`src/rtl/pipe_pkg.sv`:
```
// Shared definitions for the five-stage pipeline.
// Holds the decoded control-word width, the bit position of every control
// field inside that word, and the register-zero specifier.
// No ports: this is a package imported by the pipeline stages.
package pipe_pkg;

    // Decoded control word: {reg_write, mem_read, mem_write, mem_to_reg,
    //                        alu_src, reg_dst, alu_op[3:0]}
    localparam int CTRL_W     = 10;

    localparam int REG_WRITE  = 9;
    localparam int MEM_READ   = 8;
    localparam int MEM_WRITE  = 7;
    localparam int MEM_TO_REG = 6;
    localparam int ALU_SRC    = 5;
    localparam int REG_DST    = 4;
    localparam int ALU_OP_MSB = 3;
    localparam int ALU_OP_LSB = 0;

    // Register 0 always reads as zero and is never written.
    localparam logic [4:0] REG_ZERO = 5'd0;

endpackage

```
`src/rtl/load_use_detect.sv`:
```
// Load-use hazard compare.
// Purely combinational: flags when the instruction in decode reads the
// register that a load currently in EX will write. Kept as a separate block
// so the branch-in-ID hazard path can reuse the same compare.
// Ports:
//   ex_valid_i, ex_mem_read_i, ex_rt_i   : state of the instruction in EX
//   id_valid_i, id_uses_rs_i/rt_i,
//   id_rs_i, id_rt_i                     : instruction in decode
//   load_use_o                           : hazard present
module load_use_detect
    import pipe_pkg::*;
(
    input  logic       ex_valid_i,
    input  logic       ex_mem_read_i,
    input  logic [4:0] ex_rt_i,
    input  logic       id_valid_i,
    input  logic       id_uses_rs_i,
    input  logic       id_uses_rt_i,
    input  logic [4:0] id_rs_i,
    input  logic [4:0] id_rt_i,
    output logic       load_use_o
);

    logic rs_hit;
    logic rt_hit;

    // Only count a match on a source the decoded instruction really reads;
    // unused specifier fields often hold immediate bits.
    assign rs_hit = id_uses_rs_i && (id_rs_i == ex_rt_i);
    assign rt_hit = id_uses_rt_i && (id_rt_i == ex_rt_i);

    // A load to register 0 writes nothing, so nothing can depend on it.
    assign load_use_o = ex_valid_i && ex_mem_read_i && (ex_rt_i != REG_ZERO) &&
                        id_valid_i && (rs_hit || rt_hit);

endmodule

```
`src/rtl/id_ex_stage.sv`:
```
// ID/EX pipeline register.
// Captures operands, immediate, specifiers and decoded control from decode
// every rising edge and presents them to EX one cycle later. Detects
// load-use hazards: raises stall (for PC and IF/ID) and inserts a bubble
// into EX. A taken branch/jump flush also inserts a bubble and has priority
// over the stall. bubble_cnt counts every inserted bubble, wrapping.
// Ports:
//   clk, rst_n                   : clock, synchronous active-low reset
//   id_*                         : decode-stage inputs
//   flush                        : kill the decode slot
//   stall                        : combinational hold request to IF/ID
//   ex_*                         : registered EX-stage outputs
//   bubble_cnt                   : number of bubbles inserted
module id_ex_stage
    import pipe_pkg::*;
#(
    parameter int CTRL_W = pipe_pkg::CTRL_W,
    parameter int CNT_W  = 16
) (
    input  logic              clk,
    input  logic              rst_n,
    input  logic              id_valid,
    input  logic [31:0]       id_pc,
    input  logic [31:0]       id_rd1,
    input  logic [31:0]       id_rd2,
    input  logic [31:0]       id_imm,
    input  logic [4:0]        id_rs,
    input  logic [4:0]        id_rt,
    input  logic [4:0]        id_rd,
    input  logic              id_uses_rs,
    input  logic              id_uses_rt,
    input  logic [CTRL_W-1:0] id_ctrl,
    input  logic              flush,
    output logic              stall,
    output logic              ex_valid,
    output logic [31:0]       ex_pc,
    output logic [31:0]       ex_rd1,
    output logic [31:0]       ex_rd2,
    output logic [31:0]       ex_imm,
    output logic [4:0]        ex_rs,
    output logic [4:0]        ex_rt,
    output logic [4:0]        ex_dst,
    output logic [CTRL_W-1:0] ex_ctrl,
    output logic [CNT_W-1:0]  bubble_cnt
);

    logic              valid_q, valid_d;
    logic [31:0]       pc_q, pc_d;
    logic [31:0]       rd1_q, rd1_d;
    logic [31:0]       rd2_q, rd2_d;
    logic [31:0]       imm_q, imm_d;
    logic [4:0]        rs_q, rs_d;
    logic [4:0]        rt_q, rt_d;
    logic [4:0]        dst_q, dst_d;
    logic [CTRL_W-1:0] ctrl_q, ctrl_d;
    logic [CNT_W-1:0]  cnt_q, cnt_d;
    logic              load_use;

    load_use_detect u_load_use_detect (
        .ex_valid_i    (valid_q),
        .ex_mem_read_i (ctrl_q[MEM_READ]),
        .ex_rt_i       (rt_q),
        .id_valid_i    (id_valid),
        .id_uses_rs_i  (id_uses_rs),
        .id_uses_rt_i  (id_uses_rt),
        .id_rs_i       (id_rs),
        .id_rt_i       (id_rt),
        .load_use_o    (load_use)
    );

    // The flushed instruction dies anyway, so there is nothing to hold.
    assign stall = load_use && !flush;

    always_comb begin
        valid_d = 1'b0;
        pc_d    = '0;
        rd1_d   = '0;
        rd2_d   = '0;
        imm_d   = '0;
        rs_d    = '0;
        rt_d    = '0;
        dst_d   = '0;
        ctrl_d  = '0;
        cnt_d   = cnt_q;

        if (flush || load_use) begin
            // Bubble: everything stays cleared, one count per bubble even
            // when both causes coincide.
            cnt_d = cnt_q + CNT_W'(1);
        end else begin
            valid_d = id_valid;
            pc_d    = id_pc;
            rd1_d   = id_rd1;
            rd2_d   = id_rd2;
            imm_d   = id_imm;
            rs_d    = id_rs;
            rt_d    = id_rt;
            dst_d   = id_ctrl[REG_DST] ? id_rd : id_rt;
            ctrl_d  = id_valid ? id_ctrl : '0;
            // Dropping reg_write here is what keeps register 0 constant.
            if (dst_d == REG_ZERO) begin
                ctrl_d[REG_WRITE] = 1'b0;
            end
        end
    end

    always_ff @(posedge clk) begin
        if (!rst_n) begin
            valid_q <= 1'b0;
            pc_q    <= '0;
            rd1_q   <= '0;
            rd2_q   <= '0;
            imm_q   <= '0;
            rs_q    <= '0;
            rt_q    <= '0;
            dst_q   <= '0;
            ctrl_q  <= '0;
            cnt_q   <= '0;
        end else begin
            valid_q <= valid_d;
            pc_q    <= pc_d;
            rd1_q   <= rd1_d;
            rd2_q   <= rd2_d;
            imm_q   <= imm_d;
            rs_q    <= rs_d;
            rt_q    <= rt_d;
            dst_q   <= dst_d;
            ctrl_q  <= ctrl_d;
            cnt_q   <= cnt_d;
        end
    end

    assign ex_valid   = valid_q;
    assign ex_pc      = pc_q;
    assign ex_rd1     = rd1_q;
    assign ex_rd2     = rd2_q;
    assign ex_imm     = imm_q;
    assign ex_rs      = rs_q;
    assign ex_rt      = rt_q;
    assign ex_dst     = dst_q;
    assign ex_ctrl    = ctrl_q;
    assign bubble_cnt = cnt_q;

endmodule

```
`config.mk`:
```
export PLATFORM = sky130hd
export DESIGN_NAME = id_ex_stage
export DESIGN_NICKNAME = d
export VERILOG_FILES = /design/src/rtl/pipe_pkg.sv /design/src/rtl/load_use_detect.sv /design/src/rtl/id_ex_stage.sv
export SDC_FILE = /design/constraint.sdc
export NUM_CORES = 1
export LEC_CHECK = 0
export ABC_AREA = 1
export CELL_PAD_IN_SITES_DETAIL_PLACEMENT = 2
export CELL_PAD_IN_SITES_GLOBAL_PLACEMENT = 2
export CORE_UTILIZATION = 22
export CTS_BUF_LIST = sky130_fd_sc_hd__clkbuf_4 sky130_fd_sc_hd__clkbuf_8
export DETAILED_ROUTE_END_ITERATION = 8
export GPL_TIMING_DRIVEN = 1
export PLACE_DENSITY_LB_ADDON = 0.1
export SYNTH_ARGS = -nofsm -noshare
export SYNTH_HDL_FRONTEND = slang
export SYNTH_SLANG_ARGS = --single-unit
```
`constraint.sdc`:
```
create_clock -name clk -period 2.3 [get_ports clk]
set_clock_uncertainty 0.05 [all_clocks]
set_input_delay 0.46 -clock clk [delete_from_list [all_inputs] [get_ports clk]]
set_output_delay 0.46 -clock clk [all_outputs]
set_load 0.03 [all_outputs]
```
; ---- Yosys cells after proc, flatten, opt, wreduce, memory -nomap -nowiden
; Index checks and enable logic that the tools add are counted.
; W data, S select, Z words.
[totals]
wordCells = 32
inputBits = 159
out_inout_bits = 171
regBits = 170
[classes]
bitwise = 2
reduce_logical = 15
muxes = 1
n_eq_ne = 2
addsub = 1
[ops]
columns = cell, count
row1 = $add A16 B1 Y16 const B, 1
row2 = $eq A5 B5 Y1, 2
row3 = $logic_and A1 B1 Y1, 7
row4 = $logic_not A5 Y1, 1
row5 = $mux W5, 1
row6 = $reduce_bool A5 Y1, 1
row7 = $reduce_or A4 Y1, 1
row8 = $reduce_or A3 Y1, 1
row9 = $logic_or A1 B1 Y1, 2
row10 = $not A1 Y1, 2
row11 = $reduce_or A2 Y1, 1
row12 = $logic_not A1 Y1, 1

; ---- Logic depth before layout (Yosys ltp)
; Gate-level depths: netlist of run 1.
[depth]
word_depth = 6
ltp_mapped = 11

; ---- Hierarchy
; A second synthesis of run 1 with hierarchy kept.
[unflattened]
hier_cells = 661
area_unflattened_um2 = 5424.0
[modules_own_cells]
columns = module, seq_area_each_um2, cells_each, area_each_um2, instances
row1 = id_ex_stage, 3403.3, 609, 5208.7, 1
row2 = load_use_detect, 0.0, 52, 215.2, 1

; ---- Worst setup path before layout of run 1
; Ideal clock, no wire load.
[synth_timing]
path_type = reg2out
start = register rt_q[3] (netlist: ex_rt[3])
end = output stall
n_path_buf = 1
slack_ps = 114
t_arrival_ps = 1676
required_ps = 1790
path_stages_with_launch = 10
path_cell_list = dfxtp_1 -> inv_1 -> nand2_1 -> nand2_1 -> nor2_1 -> nand3_1 -> nand2_1 -> nand2_2 -> clkbuf_1 -> nor2_1
[synth_between]
elab_chain_cells = 5
word_cells_on_any_way = 10
cone_classes = 2 x eq/ne / 8 x reduce/logical
[synth_rtl]
columns = element, line
row1 = start: declaration, id_ex_stage.sv:53  ; logic [4:0] rt_q, rt_d;
row2 = start signal: assignment, id_ex_stage.sv:126  ; rt_q <= rt_d;
row3 = $eq A5 B5 Y1 (tied with other cells), load_use_detect.sv:29  ; assign rs_hit = id_uses_rs_i && (id_rs_i == ex_rt_i);
row4 = $logic_and A1 B1 Y1 (on tied branches), "load_use_detect.sv:29, load_use_detect.sv:30, load_use_detect.sv:33"
row5 = $logic_or A1 B1 Y1 / $logic_and A1 B1 Y1 (equally long branches), "load_use_detect.sv:34, load_use_detect.sv:33"
row6 = $logic_and A1 B1 Y1 *, load_use_detect.sv:34  ; id_valid_i && (rs_hit || rt_hit);
row7 = $logic_and A1 B1 Y1 *, id_ex_stage.sv:72  ; assign stall = load_use && !flush;
row8 = end: declaration, id_ex_stage.sv:34  ; output logic stall,
; Every way passes the cells marked *; elsewhere a longest branch is shown, timed or not.

; ---- Worst setup path in the final report of run 1
[layout_timing]
start = input id_rs[0]
end = output stall
[layout_between]
elab_chain_cells = 5
[layout_rtl]
columns = element, line
row1 = start: declaration, id_ex_stage.sv:27  ; input logic [4:0] id_rs,
row2 = $eq A5 B5 Y1, load_use_detect.sv:29
row3 = $logic_and A1 B1 Y1, load_use_detect.sv:29
row4 = $logic_or A1 B1 Y1, load_use_detect.sv:34
row5 = $logic_and A1 B1 Y1, load_use_detect.sv:34
row6 = $logic_and A1 B1 Y1, id_ex_stage.sv:72
; No other way between the ends.

==> results.py, run 1 <==
metrics = {
    "pwr": {
        "p_leak_nw": 4.64,
        "p_switching_mw": 1.94,
        "swShare_pct": 29.7,
        "p_comb_share_pct": 16.9,
        "p_seq_share_pct": 47.9,
        "power_density_nw_per_um2": 657,
        "clkPwrFrac_pct": 35.2,
        "ir_worst_vdd_mv": 0.269,
        "p_int_mw": 4.58,
    },
    "synthesis": {
        "ys_seq_elements": 170,
        "synth-edff-count": 0,
        "yosysWarnings": 0,
        "syn_nets": 859,
        "synth_most_common_cell": "nor2_1",
        "synth_seq_area_share_pct": 60.7,
        "synthCells": 699,
        "synth_top_area_share_pct": 60.7,
        "yosys.area.top_type": "dfxtp_1",
        "synthFlopType": "dfxtp_1",
        "avgSynthCellArea_um2": 8.02,
        "ys_types": 24,
        "synth.cell_area_um2": 5610,
        "synth.top_cells.by_count": "nor2_1, inv_1, dfxtp_1",
        "synthTopCellsByArea": "dfxtp_1, nor2_1, inv_1",
        "async_reset_ff_share_pct": 0,
    },
    "worst_setup_path": {
        "required_ps": 1790,
        "critPathKind": "in -> out",
        "critPathCaptureType": "primary output",
        "crit_arrival_ps": 1670,
        "rrSetupSlack_ps": 400,
        "cp_max_fo": 3,
        "start_kind": "input port",
    },
    "clock_network": {
        "path_clk_slew_ps": 110,
        "clk_latency_ps": 470,
        "cts-root-buf": "clkbuf_8",
        "ctsHtreeMaxLevel": 4,
        "cts_tree": "yes",
        "cts_inserted_buffers": 17,
        "clkSinkCount": 170,
        "clk_path_buf_depth": 2,
    },
    "timing": {
        "fin_crit_ps": 2180,
        "hold_viol_final": 0,
        "tightest_slew_ps": 442,
        "fin_tns_setup_ps": 0,
        "setup_viol_count_final": 0,
        "period_share_pct": 94.7,
        "max_clock_freq_ghz": 0.459,
        "slew_viol_final": 0,
        "relSlewSlack_pct": 70.5,
    },
    "floorplanning": {
        "rows": 58,
        "dieArea_um2": 26100,
        "core_area_um2": 25100,
        "die_w_um": 162,
        "die_h_um": 162,
        "io_pins": 330,
        "start_util_pct": 22.3,
    },
    "cells_and_area": {
        "fin_util_pct": 39.5,
        "num-nets-final": 1211,
        "synthToLayoutAreaGrowth_pct": 76.8,
        "drive_gt1_share_pct": 7.05,
    },
    "detailed_routing": {
        "dr.pass1.iters": 4,
        "vias": 5457,
        "wl_mm": 21.3,
        "drt.antenna.violating_nets": 0,
        "wire_per_inst_um": 15.2,
        "initialDrtViolationCount": 161,
        "via_per_inst": 3.91,
        "drc": 0,
    },
    "global_routing": {
        "grt_max_degree": 34,
        "overflow": 0,
        "grt_pass1_wl_mm": 32.5,
        "antenna_found_initial": 6,
        "grt_usage_pct": 16.5,
        "grt_pass1_vias": 5750,
    },
    "min_path": {
        "hp-class": "in -> reg",
    },
    "placement": {
        "place_hpwl_mm": 16.9,
        "place.gp.congestion": 0.724,
        "numPortBuffers": 329,
    },
    "flow_run": {
        "maxCapViolations": 0,
    },
    "outcome": {
        "run_status": "complete, no violations",
    },
}
[final cells by class]
cell class,count,area (µm²)
Timing Repair Buffer,358,3580
Fill cell,2872,15200
Tap cell,330,413
Inverter,177,664
Sequential cell,170,3410
Clock inverter,14,179
Clock buffer,18,248
Multi-Input combinational cell,327,1410
Antenna cell,3,7.51
[final timing paths]
path                                     start              to  cells after the start
worst max register to register        ex_rt[1]      ex_ctrl[2]                     11
worst min register to register  bubble_cnt[15]  bubble_cnt[15]                      4
worst min-delay path                  id_rt[3]        ex_rt[3]                      3
worst max-delay path                  id_rs[0]           stall                     10
[per-stage QoR]
step | cell area, µm² | hold slack (ps) | setup slack (ps) | std cells | total power [mW]
after floorplan | 5610 | 522 | 114 | 699 | 3.66
after global placement | 9440 | 519 | -85.7 | 1360 | 4.29
after detailed placement | 9440 | 549 | -170 | 1360 | 4.31
after CTS | 9870 | 408 | 7.46 | 1392 | 6.65
after global routing | 9910 | 209 | -2.07 | 1397 | 6.85
final | 9910 | 229 | 122 | 1397 | 6.51
[cells in the final DEF (no fill, tap or decap), types with 4 or more instances in the layout]
| cell | n |
|---|---|
| nand4_1 | 5 |
| a21oi_1 | 16 |
| nor3_1 | 8 |
| dfxtp_2 | 4 |
| xor2_1 | 11 |
| nand3_1 | 25 |
| buf_12 | 5 |
| inv_8 | 6 |
| nor2_1 | 183 |
| dfxtp_1 | 165 |
| clkdlybuf4s50_1 | 322 |
| buf_4 | 25 |
| nand2_1 | 66 |
| clkbuf_8 | 18 |
| dlymetal6s2s_1 | 5 |
| inv_1 | 173 |
[metal layers]
| metal | track usage [%] | wire [µm] | vias up |
|---|---|---|---|
| met5 | 0 | 45 | - |
| met4 | 6.00 | 382 | 6 |
| met3 | 8.09 | 2100 | 30 |
| met2 | 29.3 | 10900 | 201 |
| met1 | 16.7 | 7800 | 2530 |
| li1 | - | - | 2690 |
[registers in the layout, summed over array words and instances, names as in the netlist]
register    flops
ex_rd2         32
ex_valid        1
ex_imm         32
ex_dst          5
ex_rt           5
ex_ctrl        10
ex_pc          32
ex_rs           5
bubble_cnt     16
ex_rd1         32
[worst max-delay path: stages]
cell and delay [ps]:
clkdlybuf4s50_1 450, inv_1 60, nand2_1 50, nand2_1 50, nor2_1 100, nand3_1 80
nand2_1 90, nand2_2 70, nor2_1 80, buf_4 160
[repair_timing]
item | 4_1_cts | 5_1_grt
hold buffers | 0 | 0
buffers inserted | 0 | 2
pin swaps | 0 | 5
setup endpoints to repair | 1 | 1
gates resized for setup | 5 | 10
[power groups by stage]
stage,clock network [mW],logic (mW),registers [mW]
3_3_place_gp,0,1.10,3.19
6_report,2.29,1.10,3.12
4_1_cts,2.40,1.13,3.12
3_5_place_dp,0,1.12,3.19
5_1_grt,2.52,1.19,3.14
2_1_floorplan,0,0.231,3.43
[cell families after synthesis]
logic type,synth area share (%)
buf+inv,14.4
compound gates,2.19
flops,60.7
simple gates,20.8
xor+xnor,1.72
fa+ha+maj,0.223
No activity file was read; power rests on OpenSTA's default activity.
==> run 2: changes to the inputs <==
--- a/config.mk
+++ b/config.mk
@@ -10,8 +10,10 @@
 export CELL_PAD_IN_SITES_GLOBAL_PLACEMENT = 2
 export CORE_UTILIZATION = 22
 export CTS_BUF_LIST = sky130_fd_sc_hd__clkbuf_4 sky130_fd_sc_hd__clkbuf_8
+export CTS_CLUSTER_SIZE = 30
 export DETAILED_ROUTE_END_ITERATION = 8
 export GPL_TIMING_DRIVEN = 1
+export MAX_ROUTING_LAYER = met4
 export PLACE_DENSITY_LB_ADDON = 0.1
 export SYNTH_ARGS = -nofsm -noshare
 export SYNTH_HDL_FRONTEND = slang
==> results.py, run 2 (synthesis gave the netlist of run 1 again) <==
metrics = {
    "outcome": {
        "run_status": "complete, no violations",
    },
    "worst_setup_path": {
        "crit_arrival_ps": 1670,
        "r2r_cells": 11,
        "crit_path_frequent_cell": "nand2_1",
        "critPathCaptureType": "primary output",
        "rrSetupSlack_ps": 390,
        "crit_path_cell_trace": "clkdlybuf4s50_1 > inv_1 > nand2_1 > nand2_1 > nor2_1 > nand3_1 > nand2_1 > nand2_2 > nor2_1 > buf_4",
        "cp_max_fo": 3,
        "path_delay_family": "buffers and inverters",
        "worst-path-stages": 10,
        "crit_slowest_cell": "clkdlybuf4s50_1",
        "required_ps": 1790,
        "start_kind": "input port",
        "cpPeakStageDelay_ps": 450,
        "cp_num_buf_inv": 3,
        "critPathKind": "in -> out",
    },
    "clock_network": {
        "clk_latency_ps": 470,
        "clkSinkCount": 170,
        "cts-root-buf": "clkbuf_8",
        "path_clk_slew_ps": 110,
        "hold_buffers": 0,
        "ctsHtreeMaxLevel": 4,
        "cts_inserted_buffers": 17,
        "clk_path_buf_depth": 2,
        "cts_tree": "yes",
    },
    "min_path": {
        "holdPathStages": 3,
        "hp-class": "in -> reg",
    },
    "floorplanning": {
        "start_util_pct": 22.3,
        "core_area_um2": 25100,
        "die_h_um": 162,
        "dieArea_um2": 26100,
        "rows": 58,
        "die_w_um": 162,
        "io_pins": 330,
    },
    "global_routing": {
        "antenna_found_initial": 6,
        "grt_pass1_vias": 5781,
        "grt_max_degree": 34,
        "overflow": 0,
        "grt_pass1_wl_mm": 32.3,
        "grt_usage_pct": 17.0,
    },
    "placement": {
        "place_hpwl_mm": 16.9,
        "dp.cells": 1360,
        "numPortBuffers": 329,
        "place.gp.congestion": 0.733,
        "pre_cts_ws_ps": -170,
    },
    "detailed_routing": {
        "initialDrtViolationCount": 166,
        "vias": 5462,
        "wl_mm": 21.3,
        "via_per_inst": 3.90,
        "drc": 0,
        "wire_per_inst_um": 15.2,
        "dr.pass1.iters": 4,
        "drt.antenna.violating_nets": 0,
    },
    "pwr": {
        "total_power_mw": 6.51,
        "swShare_pct": 29.7,
        "p_int_mw": 4.58,
        "p_comb_share_pct": 16.9,
        "p_leak_nw": 4.64,
        "ir_worst_vdd_mv": 0.268,
        "p_switching_mw": 1.94,
        "clkPwrFrac_pct": 35.2,
        "power_density_nw_per_um2": 657,
        "p_seq_share_pct": 47.9,
    },
    "timing": {
        "slew_viol_final": 0,
        "tightest_slew_ps": 435,
        "hold_viol_final": 0,
        "period_share_pct": 94.7,
        "relSlewSlack_pct": 70.9,
        "max_clock_freq_ghz": 0.459,
        "worst_slack_ps": 122,
        "fin_crit_ps": 2180,
        "setup_viol_count_final": 0,
    },
    "cells_and_area": {
        "nFillCells": 2871,
        "layout_commonest_cell": "clkdlybuf4s50_1",
        "synthToLayoutAreaGrowth_pct": 76.9,
        "final_cell_mix": "clkdlybuf4s50_1, nor2_1, inv_1, dfxtp_1, nand2_1",
        "num-nets-final": 1211,
        "drive_gt1_share_pct": 7.05,
        "fin_cells": 1400,
    },
    "flow_run": {
        "maxCapViolations": 0,
    },
}
run 2: cell types whose count changed in the layout (fill, tap and decap cells not counted), sizes merged:
cell	before	now
diode	3	6
run 2: power by group through the flow:
| stage | clock network [mW] | registers (mW) | logic, mW |
|---|---|---|---|
| after floorplan | 0 | 3.43 | 0.231 |
| after global placement | 0 | 3.19 | 1.10 |
| after detailed placement | 0 | 3.19 | 1.12 |
| after CTS | 2.40 | 3.12 | 1.13 |
| after global routing | 2.52 | 3.14 | 1.19 |
| final | 2.29 | 3.12 | 1.10 |
run 2: worst min-delay path, cell delays in order:
cell and delay [ps]:
dlymetal6s2s_1 140, inv_1 80, nor2_1 40
run 2: layer usage:
metal | vias to the layer above | share of wire [%] | global-route usage (%)
met3 | 23 | 9.0 | 7.37
met2 | 200 | 51 | 29.2
li1 | 2693 | - | -
met4 | 0 | 1.8 | 6.00
met5 | - | 0 | -
met1 | 2546 | 38 | 17.3
run 2: layout make-up:
| cell class | instances | area, µm² | share of cell area [%] |
|---|---|---|---|
| timing repair buffer | 358 | 3580 | 36.1 |
| sequential | 170 | 3410 | 34.4 |
| antenna | 6 | 15.0 | 0.151 |
| clock inverter | 14 | 179 | 1.80 |
| inverter | 177 | 664 | 6.70 |
| clock buffer | 18 | 248 | 2.50 |
| multi-input combinational | 327 | 1410 | 14.2 |
| tap | 330 | 413 | 4.16 |
run 2: repair_timing:
item / 4_1_cts / 5_1_grt
setup endpoints to repair: 1 / 1
buffers inserted: 0 / 2
gates resized for setup: 5 / 10
pin swaps: 0 / 5
run 2: worst paths after layout:
path | from | endpoint
worst max-delay path | id_rs[0] | stall
worst min register to register | bubble_cnt[15] | bubble_cnt[15]
worst max register to register | ex_rt[1] | ex_ctrl[2]
worst min-delay path | id_rt[3] | ex_rt[3]
run 2: metrics by stage:
step | area, µm² | hold WS (ps) | TNS, ps | utilization [%]
finish | 9920 | 229 | 0 | 39.5
global route | 9920 | 207 | -4.58 | 39.5
CTS | 9870 | 408 | 0 | 39.3
detailed placement | 9440 | 549 | -1630 | 37.6
global placement | 9440 | 519 | -744 | 37.6
floorplan | 5610 | 522 | 0 | -
